$ cat src/rtl/mul_share_arbiter.sv
// Round-robin sequencer sharing one combinational multiplier between two requesters.
// Define MUL_OUT_REG_EN to add a product stage register and an extra WAIT state.
module mul_share_arbiter #(
   parameter int width = 12,
   parameter int CNT_W = 16
) (
   input  logic                 clk,
   input  logic                 rst,
   input  logic                 req0_valid,
   output logic                 req0_ready,
   input  logic [width-1:0]     req0_A,
   input  logic [width-1:0]     req0_B,
   input  logic                 req1_valid,
   output logic                 req1_ready,
   input  logic [width-1:0]     req1_A,
   input  logic [width-1:0]     req1_B,
   output logic [width-1:0]     mul_A,
   output logic [width-1:0]     mul_B,
   input  logic [2*width-1:0]   mul_S,
   output logic                 rsp_valid,
   input  logic                 rsp_ready,
   output logic                 rsp_id,
   output logic [2*width-1:0]   rsp_S,
   output logic                 busy,
   output logic [CNT_W-1:0]     op_count
);

   typedef enum logic [1:0] {
      S_IDLE = 2'd0,
      S_CALC = 2'd1,
      S_WAIT = 2'd2,
      S_RESP = 2'd3
   } state_t;

   state_t               state_q, state_d;
   logic                 last_grant_q, last_grant_d;
   logic [width-1:0]     op_a_q, op_a_d;
   logic [width-1:0]     op_b_q, op_b_d;
   logic                 rsp_valid_q, rsp_valid_d;
   logic [2*width-1:0]   rsp_s_q, rsp_s_d;
   logic                 rsp_id_q, rsp_id_d;
   logic [CNT_W-1:0]     op_count_q, op_count_d;
`ifdef MUL_OUT_REG_EN
   logic [2*width-1:0]   stage_q, stage_d;
`endif
   logic                 any_valid_s;
   logic                 grant_s;
   logic                 accept_s;

   // Arbitration: a lone requester wins; when both are valid the one not served last wins.
   always_comb begin
      any_valid_s = req0_valid | req1_valid;
      if (req0_valid && req1_valid) begin
         grant_s = ~last_grant_q;
      end else if (req0_valid) begin
         grant_s = 1'b0;
      end else begin
         grant_s = 1'b1;
      end
      accept_s   = (state_q == S_IDLE) && any_valid_s && !rst;
      req0_ready = accept_s && (grant_s == 1'b0);
      req1_ready = accept_s && (grant_s == 1'b1);
   end

   // Sequencer next-state and datapath updates.
   always_comb begin
      state_d      = state_q;
      last_grant_d = last_grant_q;
      op_a_d       = op_a_q;
      op_b_d       = op_b_q;
      rsp_valid_d  = rsp_valid_q;
      rsp_s_d      = rsp_s_q;
      rsp_id_d     = rsp_id_q;
      op_count_d   = op_count_q;
`ifdef MUL_OUT_REG_EN
      stage_d      = stage_q;
`endif
      case (state_q)
         S_IDLE: begin
            if (accept_s) begin
               op_a_d       = grant_s ? req1_A : req0_A;
               op_b_d       = grant_s ? req1_B : req0_B;
               rsp_id_d     = grant_s;
               last_grant_d = grant_s;
               state_d      = S_CALC;
            end else begin
               state_d      = S_IDLE;
            end
         end
         S_CALC: begin
`ifdef MUL_OUT_REG_EN
            stage_d     = mul_S;
            state_d     = S_WAIT;
`else
            rsp_s_d     = mul_S;
            rsp_valid_d = 1'b1;
            state_d     = S_RESP;
`endif
         end
`ifdef MUL_OUT_REG_EN
         S_WAIT: begin
            rsp_s_d     = stage_q;
            rsp_valid_d = 1'b1;
            state_d     = S_RESP;
         end
`endif
         S_RESP: begin
            if (rsp_ready) begin
               rsp_valid_d = 1'b0;
               op_count_d  = op_count_q + {{(CNT_W-1){1'b0}}, 1'b1};
               state_d     = S_IDLE;
            end else begin
               state_d     = S_RESP;
            end
         end
         default: begin
            state_d = S_IDLE;
         end
      endcase
   end

   // State and datapath registers; reset drops any in-flight operation.
   always_ff @(posedge clk) begin
      if (rst) begin
         state_q      <= S_IDLE;
         last_grant_q <= 1'b1;
         op_a_q       <= {width{1'b0}};
         op_b_q       <= {width{1'b0}};
         rsp_valid_q  <= 1'b0;
         rsp_s_q      <= {(2*width){1'b0}};
         rsp_id_q     <= 1'b0;
         op_count_q   <= {CNT_W{1'b0}};
`ifdef MUL_OUT_REG_EN
         stage_q      <= {(2*width){1'b0}};
`endif
      end else begin
         state_q      <= state_d;
         last_grant_q <= last_grant_d;
         op_a_q       <= op_a_d;
         op_b_q       <= op_b_d;
         rsp_valid_q  <= rsp_valid_d;
         rsp_s_q      <= rsp_s_d;
         rsp_id_q     <= rsp_id_d;
         op_count_q   <= op_count_d;
`ifdef MUL_OUT_REG_EN
         stage_q      <= stage_d;
`endif
      end
   end

   assign mul_A     = op_a_q;
   assign mul_B     = op_b_q;
   assign rsp_valid = rsp_valid_q;
   assign rsp_S     = rsp_s_q;
   assign rsp_id    = rsp_id_q;
   assign op_count  = op_count_q;
   assign busy      = (state_q != S_IDLE);

endmodule

$ cat config.mk
export PLATFORM = sky130hd
export DESIGN_NAME = mul_share_arbiter
export DESIGN_NICKNAME = d
export VERILOG_FILES = /design/src/rtl/mul_share_arbiter.sv
export SDC_FILE = /design/constraint.sdc
export NUM_CORES = 1
export LEC_CHECK = 0
export ABC_AREA = 1
export CORE_MARGIN = 8
export CORE_UTILIZATION = 41
export CTS_BUF_LIST = sky130_fd_sc_hd__clkbuf_4 sky130_fd_sc_hd__clkbuf_8 sky130_fd_sc_hd__clkbuf_16
export DETAILED_ROUTE_END_ITERATION = 8
export GPL_ROUTABILITY_DRIVEN = 0
export GPL_TIMING_DRIVEN = 0
export PLACE_DENSITY = 0.93
export SETUP_SLACK_MARGIN = 0.5
export SLEW_MARGIN = 20
export SYNTH_ARGS = -nofsm -noshare
export SYNTH_HDL_FRONTEND = slang
export SYNTH_SLANG_ARGS = --single-unit
$ cat constraint.sdc
create_clock -name clk -period 1.6 [get_ports clk]
set_input_delay 0.24 -clock clk [delete_from_list [all_inputs] [get_ports clk]]
set_output_delay 0.24 -clock clk [all_outputs]
set_load 0.05 [all_outputs]
* After elaboration in Yosys (flattened, before gate mapping)
Cells that the tools add are included.
** Word-level totals
- Bits of input ports :: 77
- Output and inout port bits :: 69
- Logic and storage cells :: 36
- Register bits after elaboration :: 69
** Operators by class
- Equality and inequality tests :: 3
- Multiplexer cells :: 9
- Bitwise operators :: 3
- Add/subtract/negate cells :: 1
- Reduce and logical (&&, ||, !) cells :: 12
** Operators by type and width (number)
- two-way mux 12 bit :: 2
- adder 16 x 1 -> 16 bit, second input constant :: 1
- case mux 2 bit (3 select lines) :: 1
- AND reduction 2 bit :: 3
- logical AND 1 bit :: 5
- two-way mux 1 bit :: 4
- nonzero test 2 bit :: 2
- equality test 2 x 1 -> 1 bit, second input constant :: 1
- equality test 2 bit, second input constant :: 1
- logical NOT 2 bit :: 1
- two-way mux 2 bit :: 1
- inequality test 2 bit, second input constant :: 1
- NOT 1 bit :: 2
- case mux 1 bit (2 select lines) :: 1
- logical NOT 1 bit :: 1
- OR 1 bit :: 1

* Depth between registers and ports, before layout
Gate-level depths: netlist of the first run.
- Depth after elaboration :: 5
- Mapped depth :: 8
- Mapped depth without buffers :: 8

* Least setup slack after synthesis of the first run
Ideal clock, no wire load.
- Path type :: reg2out
- From :: register last_grant_q
- To :: output req0_ready
- Path slack :: -0.101 ns
- Arrival :: 1.461 ns
- Buffers on the path :: 1
- Stages on the path, launching flop included :: 6
- Required time :: 1.360 ns
- Path through :: dfxtp_1 > inv_1 > nand2_1 > nand2_2 > buf_2 > nor2_1
** Between the ends
- Cells in the longest elaborated chain, start to end :: 4
** RTL lines
- from (decl) :: line 36 : logic last_grant_q, last_grant_d;
- from (signal assigned) :: line 138 : last_grant_q <= last_grant_d;
- NOT 1 bit :: line 54 : grant_s = ~last_grant_q;
- two-way mux 1 bit :: line 53 : if (req0_valid && req1_valid) begin
- NOT 1 bit :: line 61 : req0_ready = accept_s && (grant_s == 1'b0);
- logical AND 1 bit :: line 61
- to (decl) :: line 10 : output logic req0_ready,
Every way passes these cells.

* Final worst setup path of the first run
- From :: register state_q[1]
- To :: output req1_ready
** Between the ends
- Cells in the longest elaborated chain, start to end :: 4
** RTL lines
- from (decl) :: line 35 : state_t state_q, state_d;
- from (signal assigned) :: line 137 : state_q <= state_d;
- logical NOT 2 bit :: line 60 : accept_s = (state_q == S_IDLE) && any_valid_s && !rst;
- logical AND 1 bit (2 in a row) :: line 60
- logical AND 1 bit :: line 62 : req1_ready = accept_s && (grant_s == 1'b1);
- to (decl) :: line 14 : output logic req1_ready,
Every way passes these cells.

==> flow_metrics.env, run 1 <==
export IMPL_outcome="finished, violations left"
export IMPL_failed_checks="setup timing"
export IMPL_cp_common_cell="buf_8"
export IMPL_cp_depth=7
export IMPL_synthSimpleGateAreaFrac_pct=35.3
export IMPL_critPathLaunch="state_q[1]$_SDFF_PP0_"
export IMPL_row_count=31
export IMPL_start_kind="flop"
export IMPL_dr_total_vias=3859
export IMPL_rrSetupSlack_ns=0.08
export IMPL_synth_cell_types=26
export IMPL_cts_root_buffer="clkbuf_8"
export IMPL_synth_top_family_by_area="simple AND/OR/NAND/NOR gates"
export IMPL_worst_path_max_fanout=3
export IMPL_syn_avg_cell_area_sq_um=6.84
export IMPL_cts_max_level=3
export IMPL_grt_pass1_vias=3585
export IMPL_hp_start="req0_valid"
export IMPL_yosysWarnings=0
export IMPL_crit_path_top_delay_cell="dfxtp_4"
export IMPL_layout_common_cells="nand2_1 (121), clkdlybuf4s50_1 (73), buf_8 (69)"
export IMPL_max_slew_margin_pct=64.3
export IMPL_ant_nets=0
export IMPL_core_area_sq_mm=0.00718
export IMPL_slew_violations=0
export IMPL_hold_slack_ns=0.310
export IMPL_layout_nets=708
export IMPL_io_buffers=144
export IMPL_cts_sinks=69
export IMPL_path_class="flop to output pin"
export IMPL_p_leak_nw=2.57
export IMPL_pre_cts_ws_ns=-0.994
export IMPL_grt_ovfl_total=0
export IMPL_reg2reg_to="op_count[8]$_SDFFE_PP0P_"
export IMPL_drt_iter0_drc=197
export IMPL_place_inst=681
export IMPL_ys_ff_latch=69
export IMPL_fmax_mhz=607
export IMPL_synth_xor_area_share_pct=0
export IMPL_grt_antenna_before_repair=0
export IMPL_areaGrowthSynthToFinish_pct=104
export IMPL_cp_top_family="buffers and inverters"
export IMPL_regToRegStartpoint="state_q[1]$_SDFF_PP0_"
export IMPL_fin_tns_setup_ns=-0.0882
export IMPL_io_pin_count=146
export IMPL_grt_max_degree=14
export IMPL_crit_required_ns=1.36
export IMPL_worst_slew_pin_slew_ns=0.536
export IMPL_yosysTopAreaCell="dfxtp_1"
export IMPL_path_cells="nor2_4, nand3_4, clkinv_4, buf_8, nand2_4, clkinvlp_4, buf_8"
export IMPL_reg2regPathDepth=8
export IMPL_dieArea_sq_mm=0.0103
export IMPL_timing_final_crit_share_pct=103
export IMPL_fin_crit_ns=1.65
export IMPL_end_kind="output pin"
export IMPL_synth_compound_area_share_pct=11.0
export IMPL_clockBufferDepth=2
export IMPL_design_area_sq_mm=0.00610
export IMPL_syn_inst=438
export IMPL_syn_nets=516
export IMPL_drive_above_1_share_pct=46.0
export IMPL_die_x_um=102
export IMPL_clkTransAtPathRegs_ns=0.07
export IMPL_placed_cell_area_sq_mm=0.00470
export IMPL_power_density_mw_per_mm2=986
export IMPL_hold_buffers=0
export IMPL_max_vdd_ir_drop_mv=0.741
export IMPL_grt_pass1_wl_mm=16.8
export IMPL_wl_per_cell_um=18.8
export IMPL_maxCapViolations=0
export IMPL_initial_core_util_pct=41.8
export IMPL_cpPeakStageDelay_ns=0.36
export IMPL_critPathBufInv=4
export IMPL_diodes=0
export IMPL_viasPerCell=5.26
export IMPL_arrival_ns=1.41
export IMPL_post_route_drc_count=0
export IMPL_hold_violations=0
export IMPL_muxShareOfSynthArea_pct=0
export IMPL_final_common_cell="nand2_1"
export IMPL_setup_ws_ns=-0.0470
export IMPL_hp_class="input port to flop"
export IMPL_grt_total_usage_pct=20.5
export IMPL_routed_wl_mm=13.8
export IMPL_rsz0062_at_grt="yes"
export IMPL_cp_endpoint="req1_ready"
export IMPL_synth_cell_area_sq_mm=0.00300
export IMPL_layout_cells_non_filler=734
export IMPL_fin_util_pct=85.1
export IMPL_dp_final_hpwl_mm=7.73
export IMPL_finClkSkew_ns=0.0142
export IMPL_finalPower_mw=6.02
export IMPL_setup_viol=2
export IMPL_numCtsBuffers=9
export IMPL_synth_seq_area_share_pct=46.1
export IMPL_fillers=357
export IMPL_cts_tree="done"
export IMPL_synth_area_top_cells="dfxtp_1 (46%), nand2_1 (17%), nor2_1 (10%), nand3_1 (5.5%), a21oi_1 (5.2%)"
export IMPL_clock_latency_ns=0.35
export IMPL_yosysTopAreaCellShare_pct=46.1
export IMPL_post_synth_fa_ha_maj_area_fraction_pct=0.417
export IMPL_fp_dieH_um=102
export IMPL_first_pass_iters=8
-- area by class of cell --
cell class	instances	area (sq um)	share of cell area, %
Tap cell	99	124	2.03
Sequential cell	69	1510	24.7
Buffer	23	231	3.79
Multi-Input combinational cell	324	1810	29.6
Inverter	22	101	1.66
Timing Repair Buffer	181	2140	35.0
Clock buffer	11	163	2.66
Clock inverter	5	38.8	0.635
-- registers in the layout (all words and copies together), names as in the netlist --
name          flops
last_grant_q      1
mul_A            12
mul_B            12
op_count         16
rsp_S            24
rsp_id            1
rsp_valid         1
state_q           2
-- power by group --
part           leakage [nW]  switching, mW  internal, mW
clock                0.0976          0.753         0.709
sequential            0.597          0.171          1.91
combinational          1.88           1.39          1.09
total                  2.57           2.31          3.71
-- synthesized netlist by cell type --
master / number
buf_6: 4
nor2_1: 81
nand2_1: 132
nand3_1: 33
nand3_4: 1
nor3_1: 1
nor2_4: 1
nand2_2: 1
o21ai_0: 28
buf_2: 7
o21ai_1: 4
and2_1: 1
a21oi_1: 31
clkbuf_2: 1
buf_4: 2
nor2_2: 3
inv_1: 20
inv_2: 2
nand4_1: 2
or2_4: 1
a31oi_1: 1
o21a_1: 1
ha_1: 1
nor3b_1: 1
dfxtp_1: 69
clkbuf_1: 9
-- tightest hold or removal path: stages --
cell	delay, ns
buf_8	0.12
nand3_1	0.08
nand2_1	0.06
nand2_1	0.06
a21oi_1	0.05
-- cells by family (layout without fill, tap and decap cells) --
family | count (synthesis) | after routing
simple gates | 258 | 258
flops | 69 | 69
compound gates | 65 | 65
buf+inv | 45 | 242
fa+ha+maj | 1 | 1
-- what timing repair did --
item / CTS / global route
buffers inserted: 18 / 16
cloned: 1 / 2
setup endpoints to repair: 138 / 132
pin swaps: 5 / 28
resized for setup: 579 / 173
-- worst min-delay path by stage --
stage                              to  slack (ns)  cells after the start
2_1_floorplan  rsp_S[10]$_SDFFE_PP0P_        0.37                      2
3_3_place_gp   mul_B[11]$_SDFFE_PP0P_        0.45                      2
3_5_place_dp   mul_A[11]$_SDFFE_PP0P_        0.46                      2
4_1_cts         mul_B[0]$_SDFFE_PP0P_        0.29                      5
5_1_grt        mul_A[10]$_SDFFE_PP0P_        0.32                      5
6_report       mul_A[10]$_SDFFE_PP0P_        0.31                      5
-- per-layer routing --
metal / GRT usage, % / part of all wire, % / vias to the layer above
met4: 13.3 / 4.6 / 0
met3: 4.67 / 5.8 / 57
met2: 36.3 / 53 / 198
met5: 0 / 0 / -
met1: 21.3 / 36 / 1828
li1: - / - / 1776
(Power assumes the default switching activity.)
==> run 2: changes to the inputs <==
--- a/config.mk
+++ b/config.mk
@@ -6,7 +6,7 @@
 export NUM_CORES = 1
 export LEC_CHECK = 0
 export ABC_AREA = 1
-export CORE_MARGIN = 8
+export CORE_MARGIN = 10
 export CORE_UTILIZATION = 41
 export CTS_BUF_LIST = sky130_fd_sc_hd__clkbuf_4 sky130_fd_sc_hd__clkbuf_8 sky130_fd_sc_hd__clkbuf_16
 export DETAILED_ROUTE_END_ITERATION = 8
==> run 2 against run 1 <==
The run still ends with setup timing left; worst hold slack better by 0.033 ns; non-clock buffer count is 37 higher; critical path depth stayed put; critical endpoint unchanged; sequential power hardly changed; clock-buffer cell count is 2 lower; critical path type unchanged; cell area is 13% higher; clock power is 6% higher; core utilization is 11 points higher; via count is 20% higher; largest cell class unchanged; final cell count is 5.2% higher.
==> flow_metrics.env, run 2 (synthesis results as in run 1) <==
export IMPL_outcome="finished, violations left"
export IMPL_failed_checks="setup timing"
export IMPL_timing_final_crit_share_pct=106
export IMPL_hp_class="input port to flop"
export IMPL_slew_violations=0
export IMPL_wl_per_cell_um=26.9
export IMPL_dp_final_hpwl_mm=8.03
export IMPL_maxCapViolations=0
export IMPL_cts_tree="done"
export IMPL_end_kind="output pin"
export IMPL_row_count=31
export IMPL_dr_total_vias=4627
export IMPL_pre_cts_ws_ns=-0.996
export IMPL_clkTransAtPathRegs_ns=0.09
export IMPL_min_path_cells=5
export IMPL_core_area_sq_mm=0.00718
export IMPL_clockBufferDepth=2
export IMPL_hold_buffers=0
export IMPL_final_common_cell="nand2_1"
export IMPL_grt_pass1_vias=3956
export IMPL_crit_path_top_delay_cell="dfxtp_2"
export IMPL_hold_violations=0
export IMPL_drive_above_1_share_pct=59.4
export IMPL_cts_max_level=3
export IMPL_finClkSkew_ns=0.0202
export IMPL_reg2regPathDepth=10
export IMPL_fin_crit_ns=1.70
export IMPL_numCtsBuffers=9
export IMPL_holdPathEnd="mul_B[1]$_SDFFE_PP0P_"
export IMPL_top_usage_layer="met2"
export IMPL_hp_start="req0_valid"
export IMPL_worst_slew_pin_slew_ns=0.508
export IMPL_regToRegStartpoint="state_q[1]$_SDFF_PP0_"
export IMPL_placed_cell_area_sq_mm=0.00470
export IMPL_rsz0062_at_grt="yes"
export IMPL_layout_cells_non_filler=772
export IMPL_cpPeakStageDelay_ns=0.35
export IMPL_use_met2_pct=39.5
export IMPL_post_route_drc_count=0
export IMPL_rrSetupSlack_ns=-0.06
export IMPL_grt_ovfl_total=0
export IMPL_worst_path_max_fanout=10
export IMPL_routed_wl_mm=20.8
export IMPL_path_cells="inv_2, nand2_4, nand2_8, buf_8, nand2_4, clkinvlp_4, buf_8"
export IMPL_layout_nets=745
export IMPL_die_x_um=106
export IMPL_finalPower_mw=6.68
export IMPL_power_density_mw_per_mm2=973
export IMPL_largest_reg_flops=24
export IMPL_clock_latency_ns=0.37
export IMPL_fp_dieH_um=106
export IMPL_grt_antenna_before_repair=0
export IMPL_max_vdd_ir_drop_mv=0.539
export IMPL_start_kind="flop"
export IMPL_grt_max_degree=14
export IMPL_path_class="flop to output pin"
export IMPL_crit_required_ns=1.36
export IMPL_viasPerCell=5.99
export IMPL_initial_core_util_pct=41.8
export IMPL_fmax_mhz=587
export IMPL_use_met3_pct=8.22
export IMPL_setup_ws_ns=-0.103
export IMPL_grt_total_usage_pct=21.0
export IMPL_place_inst=681
export IMPL_cts_root_buffer="clkbuf_8"
export IMPL_cts_sinks=69
export IMPL_setup_viol=8
export IMPL_max_slew_margin_pct=66.1
export IMPL_areaGrowthSynthToFinish_pct=129
export IMPL_io_buffers=144
export IMPL_ant_nets=0
export IMPL_io_pin_count=146
export IMPL_drt_iter0_drc=437
export IMPL_p_leak_nw=2.95
export IMPL_dieArea_sq_mm=0.0111
export IMPL_design_area_sq_mm=0.00687
export IMPL_arrival_ns=1.46
export IMPL_first_pass_iters=5
export IMPL_layout_common_cells="nand2_1 (82), buf_8 (76), clkdlybuf4s50_1 (74)"
export IMPL_reg2reg_to="op_count[12]$_SDFFE_PP0P_"
export IMPL_grt_pass1_wl_mm=19.1
export IMPL_grt_util_met1_pct=19.4
## run 2: cell count changes in the layout (fill, tap and decap cells not counted), sizes merged
| cell | delta |
|---|---|
| diode | +1 |
| buf | +37 |
| dlygate4sd2 | +1 |
| clkdlybuf4s15 | -1 |
| dlymetal6s2s | -1 |
| clkdlybuf4s50 | +1 |
| clkbuf | -2 |
| bufinv | +1 |
| clkinv | +1 |
## run 2: worst max-delay path by stage
stage                                   start         end  slack (ns)  depth (start not counted)
finish              last_grant_q$_SDFFE_PP1P_  req1_ready       -0.10                          7
global route                              rst  req1_ready       -0.12                          8
CTS                     state_q[0]$_SDFF_PP0_  req1_ready      -0.005                          7
detailed placement                        rst  req1_ready        -1.0                          8
global placement                          rst  req1_ready       -0.96                          8
floorplan                          req0_valid  req1_ready        0.15                          7
## run 2: layout make-up
type                            instances  area, sq um
Antenna cell                            1         2.50
Inverter                               22         98.8
Tap cell                               99          124
Sequential cell                        69         1520
Multi-Input combinational cell        324         2130
Buffer                                 23          251
Fill cell                             154          304
Clock buffer                            9          124
Clock inverter                          7         73.8
Timing Repair Buffer                  218         2540
## run 2: layer usage
layer | up-vias | share of wire [%]
met2 | 394 | 50
li1 | 1850 | -
met5 | - | 0
met1 | 2222 | 33
met3 | 161 | 9.3
met4 | 0 | 7.6
## run 2: metrics by stage
step | hold slack, ns | util [%] | setup TNS [ns]
after CTS | 0.290 | 80.0 | -0.00497
after global routing | 0.355 | 95.7 | -0.551
final | 0.343 | 95.8 | -0.342
after floorplan | 0.375 | - | 0
after global placement | 0.449 | 65.5 | -3.44
after detailed placement | 0.454 | 65.5 | -4.20
## run 2: critical path: cells and delay by family (launching register included)
kind / cells / cell delay [ns]
DFF: 1 / 0.35
buffers and inverters: 4 / 0.47
and+or+nand+nor: 3 / 0.27
## run 2: repair_timing
item	in CTS	in global routing
cloned	2	6
pin swaps	60	64
buffers inserted	30	36
gates resized for setup	674	223
endpoints found under the setup margin	137	138
## run 2: where the power goes
| group | internal (mW) | switching [mW] |
|---|---|---|
| sequential | 1.91 | 0.205 |
| combinational | 1.34 | 1.68 |
| clock | 0.727 | 0.825 |
| total | 3.98 | 2.70 |
==> edit, RTL diff (settings of run 2) <==
The parameter `CNT_W` goes from 16 to 20.
--- a/src/rtl/mul_share_arbiter.sv
+++ b/src/rtl/mul_share_arbiter.sv
@@ -2,7 +2,7 @@
 // Define MUL_OUT_REG_EN to add a product stage register and an extra WAIT state.
 module mul_share_arbiter #(
    parameter int width = 12,
-   parameter int CNT_W = 16
+   parameter int CNT_W = 20
 ) (
    input  logic                 clk,
    input  logic                 rst,
Ports: changed (resized op_count); port bits go from 146 to 150. No check against the original RTL was run, so the function may have changed too.
==> edit against run 2 <==
  * The flow still finishes with violations (negative setup slack)
  * Synthesized area increased by 11%
  * Final cell count is 7.0% higher
  * Routed wire length grew 11%
  * Critical path depth is 2 higher
  * Clock skew down 1.4 ps
  * Cell area increased by 6.4%
  * Non-clock buffer count rose by 4
  * Fmax fell by 1.7%
  * Worst setup slack got worse by 30 ps
  * Synthesized cell count is 11% higher
  * Clock power up 25%
  * Power is 8.0% higher
  * Sequential cell count grew 4
  * First-iteration DRC count is 14% higher
  * Largest cell class unchanged
  * Largest power group unchanged
  * Highest routed layer unchanged
==> edit: results (changes against run 2) <==
- Fillers: 210 (+36%)
- Synthesized-area fraction occupied by adder cells: 0.003752 (-0.0004213)
- Metal-1 WL: 7231 microns (+5.1%)
- Final setup viols: 19 (+11)
- Clock network power share: 0.269 (+0.037)
- Synthesized netlist net count: 563 (+9.1%)
- Status: finished, violations left
- Switching share of power: 0.3863 (-0.01846)
- Synth top area cells: dfxtp_1, nand2_1, nor2_1, a21oi_1, nand3_1
- CP max FO: 7 (-3)
- GRT met3 Usage: 0.05804 (-0.02418)
- Placed insts: 734 (+7.8%)
- Final worst setup slack: -132.5 ps (-30.00 ps)
- Iteration count of the initial detailed-routing pass: 6 (+1)
- Slowest-stage cell, CP: dfxtp_4
- Number of distinct library cells after synthesis: 31 (+19%)
- Vias: 5,153 (+11%)
- Dpl hpwl: 8971 microns (+12%)
- Internal power: 0.004428 W (+11%)
- Mux cell area share after synthesis: 0 (unchanged)
- Met3 WL: 2631 microns (+36%)
- Met2 wire length: 10,840 microns (+4.3%)
- WL/cell: 28.02 microns (+4.1%)
- Post-Route Setup TNS: -1190 ps (-847.7 ps)
- Register area share after synthesis: 0.4383 (-0.02249)
- Post-synth top cells: nand2_1, nor2_1, dfxtp_1, a21oi_1, nand3_1
- Leakage: 3.151 nW (+6.8%)
- CP arrival: 1970 ps (+510 ps)
- CP max stage delay: 430 ps (+80 ps)
- Max reg flops: 24 (unchanged)
- Maximum VDD drop: 0.9756 mV (+81%)
- NumNets Final: 796 (+6.8%)
- Met2 Use GR: 0.4263 (+0.03122)
- Post-cts gate resize count: 686 (+1.8%)
- Met1 Track Usage GR: 0.2403 (+0.04679)
- Fraction of registers with async set/reset: 0 (unchanged)
- DRT Wirelength: 23,150 microns (+11%)
- Mapped Cells: 485 (+11%)
- Setup Skew: 18.82 ps (-1.413 ps)
- Compound-Gate Fraction of Synth Area: 0.1013 (-0.008453)
- Share of layout cells above drive strength 1: 0.5864 (-0.007305)
- Violated checks: negative setup slack
- Worst skew pair latency: 370 ps (about the same)
- Post-Place Worst Slack: -1006 ps (-10.40 ps)
- Placed instance area: 5131 sq um (+9.1%)
- Postcts setup bufs: 40 (+33%)
- Global-route usage over all layers: 0.2383 (+0.02806)
- Synth Area in XOR/XNOR: 0.002627 (+0.002627)
- Initial drt markers: 500 (+14%)
- Vias in the first global route: 4,496 (+14%)
- Initial antenna violation count: 1 (+1)
- Slew headroom: 0.4062 (-0.2548)
- Port bufs: 147 (+2.1%)
[edit: final timing paths]
path / cells after the start / slack [ps] / start / endpoint
hold / removal: 5 / 290 / req0_valid / mul_B[2]
hold reg to reg: 2 / 490 / mul_A[3] / mul_A[3]
setup / recovery: 9 / -130 / state_q[0] / rsp_S[14]
setup reg to reg: 9 / -130 / state_q[0] / rsp_S[14]
[edit: area by class of cell]
| type | instances | area (sq um) | share of cell area |
|---|---|---|---|
| diodes | 1 | 2.502 | 0.0003422 |
| inverters | 31 | 140.1 | 0.01916 |
| clock inverters | 5 | 82.58 | 0.01129 |
| plain buffers | 23 | 236.5 | 0.03234 |
| repair buffers | 222 | 2566 | 0.3509 |
| flip-flops and latches | 73 | 1618 | 0.2212 |
| clock buffers | 11 | 173.9 | 0.02378 |
| well taps | 102 | 127.6 | 0.01745 |
| multi-input cells | 358 | 2366 | 0.3235 |
[edit: critical path: cells and delay by family, from the launching register on]
kind                   cells  cell delay, ps
buffers and inverters      6             730
AND/OR/NAND/NOR            3             470
flip-flops                 1             430
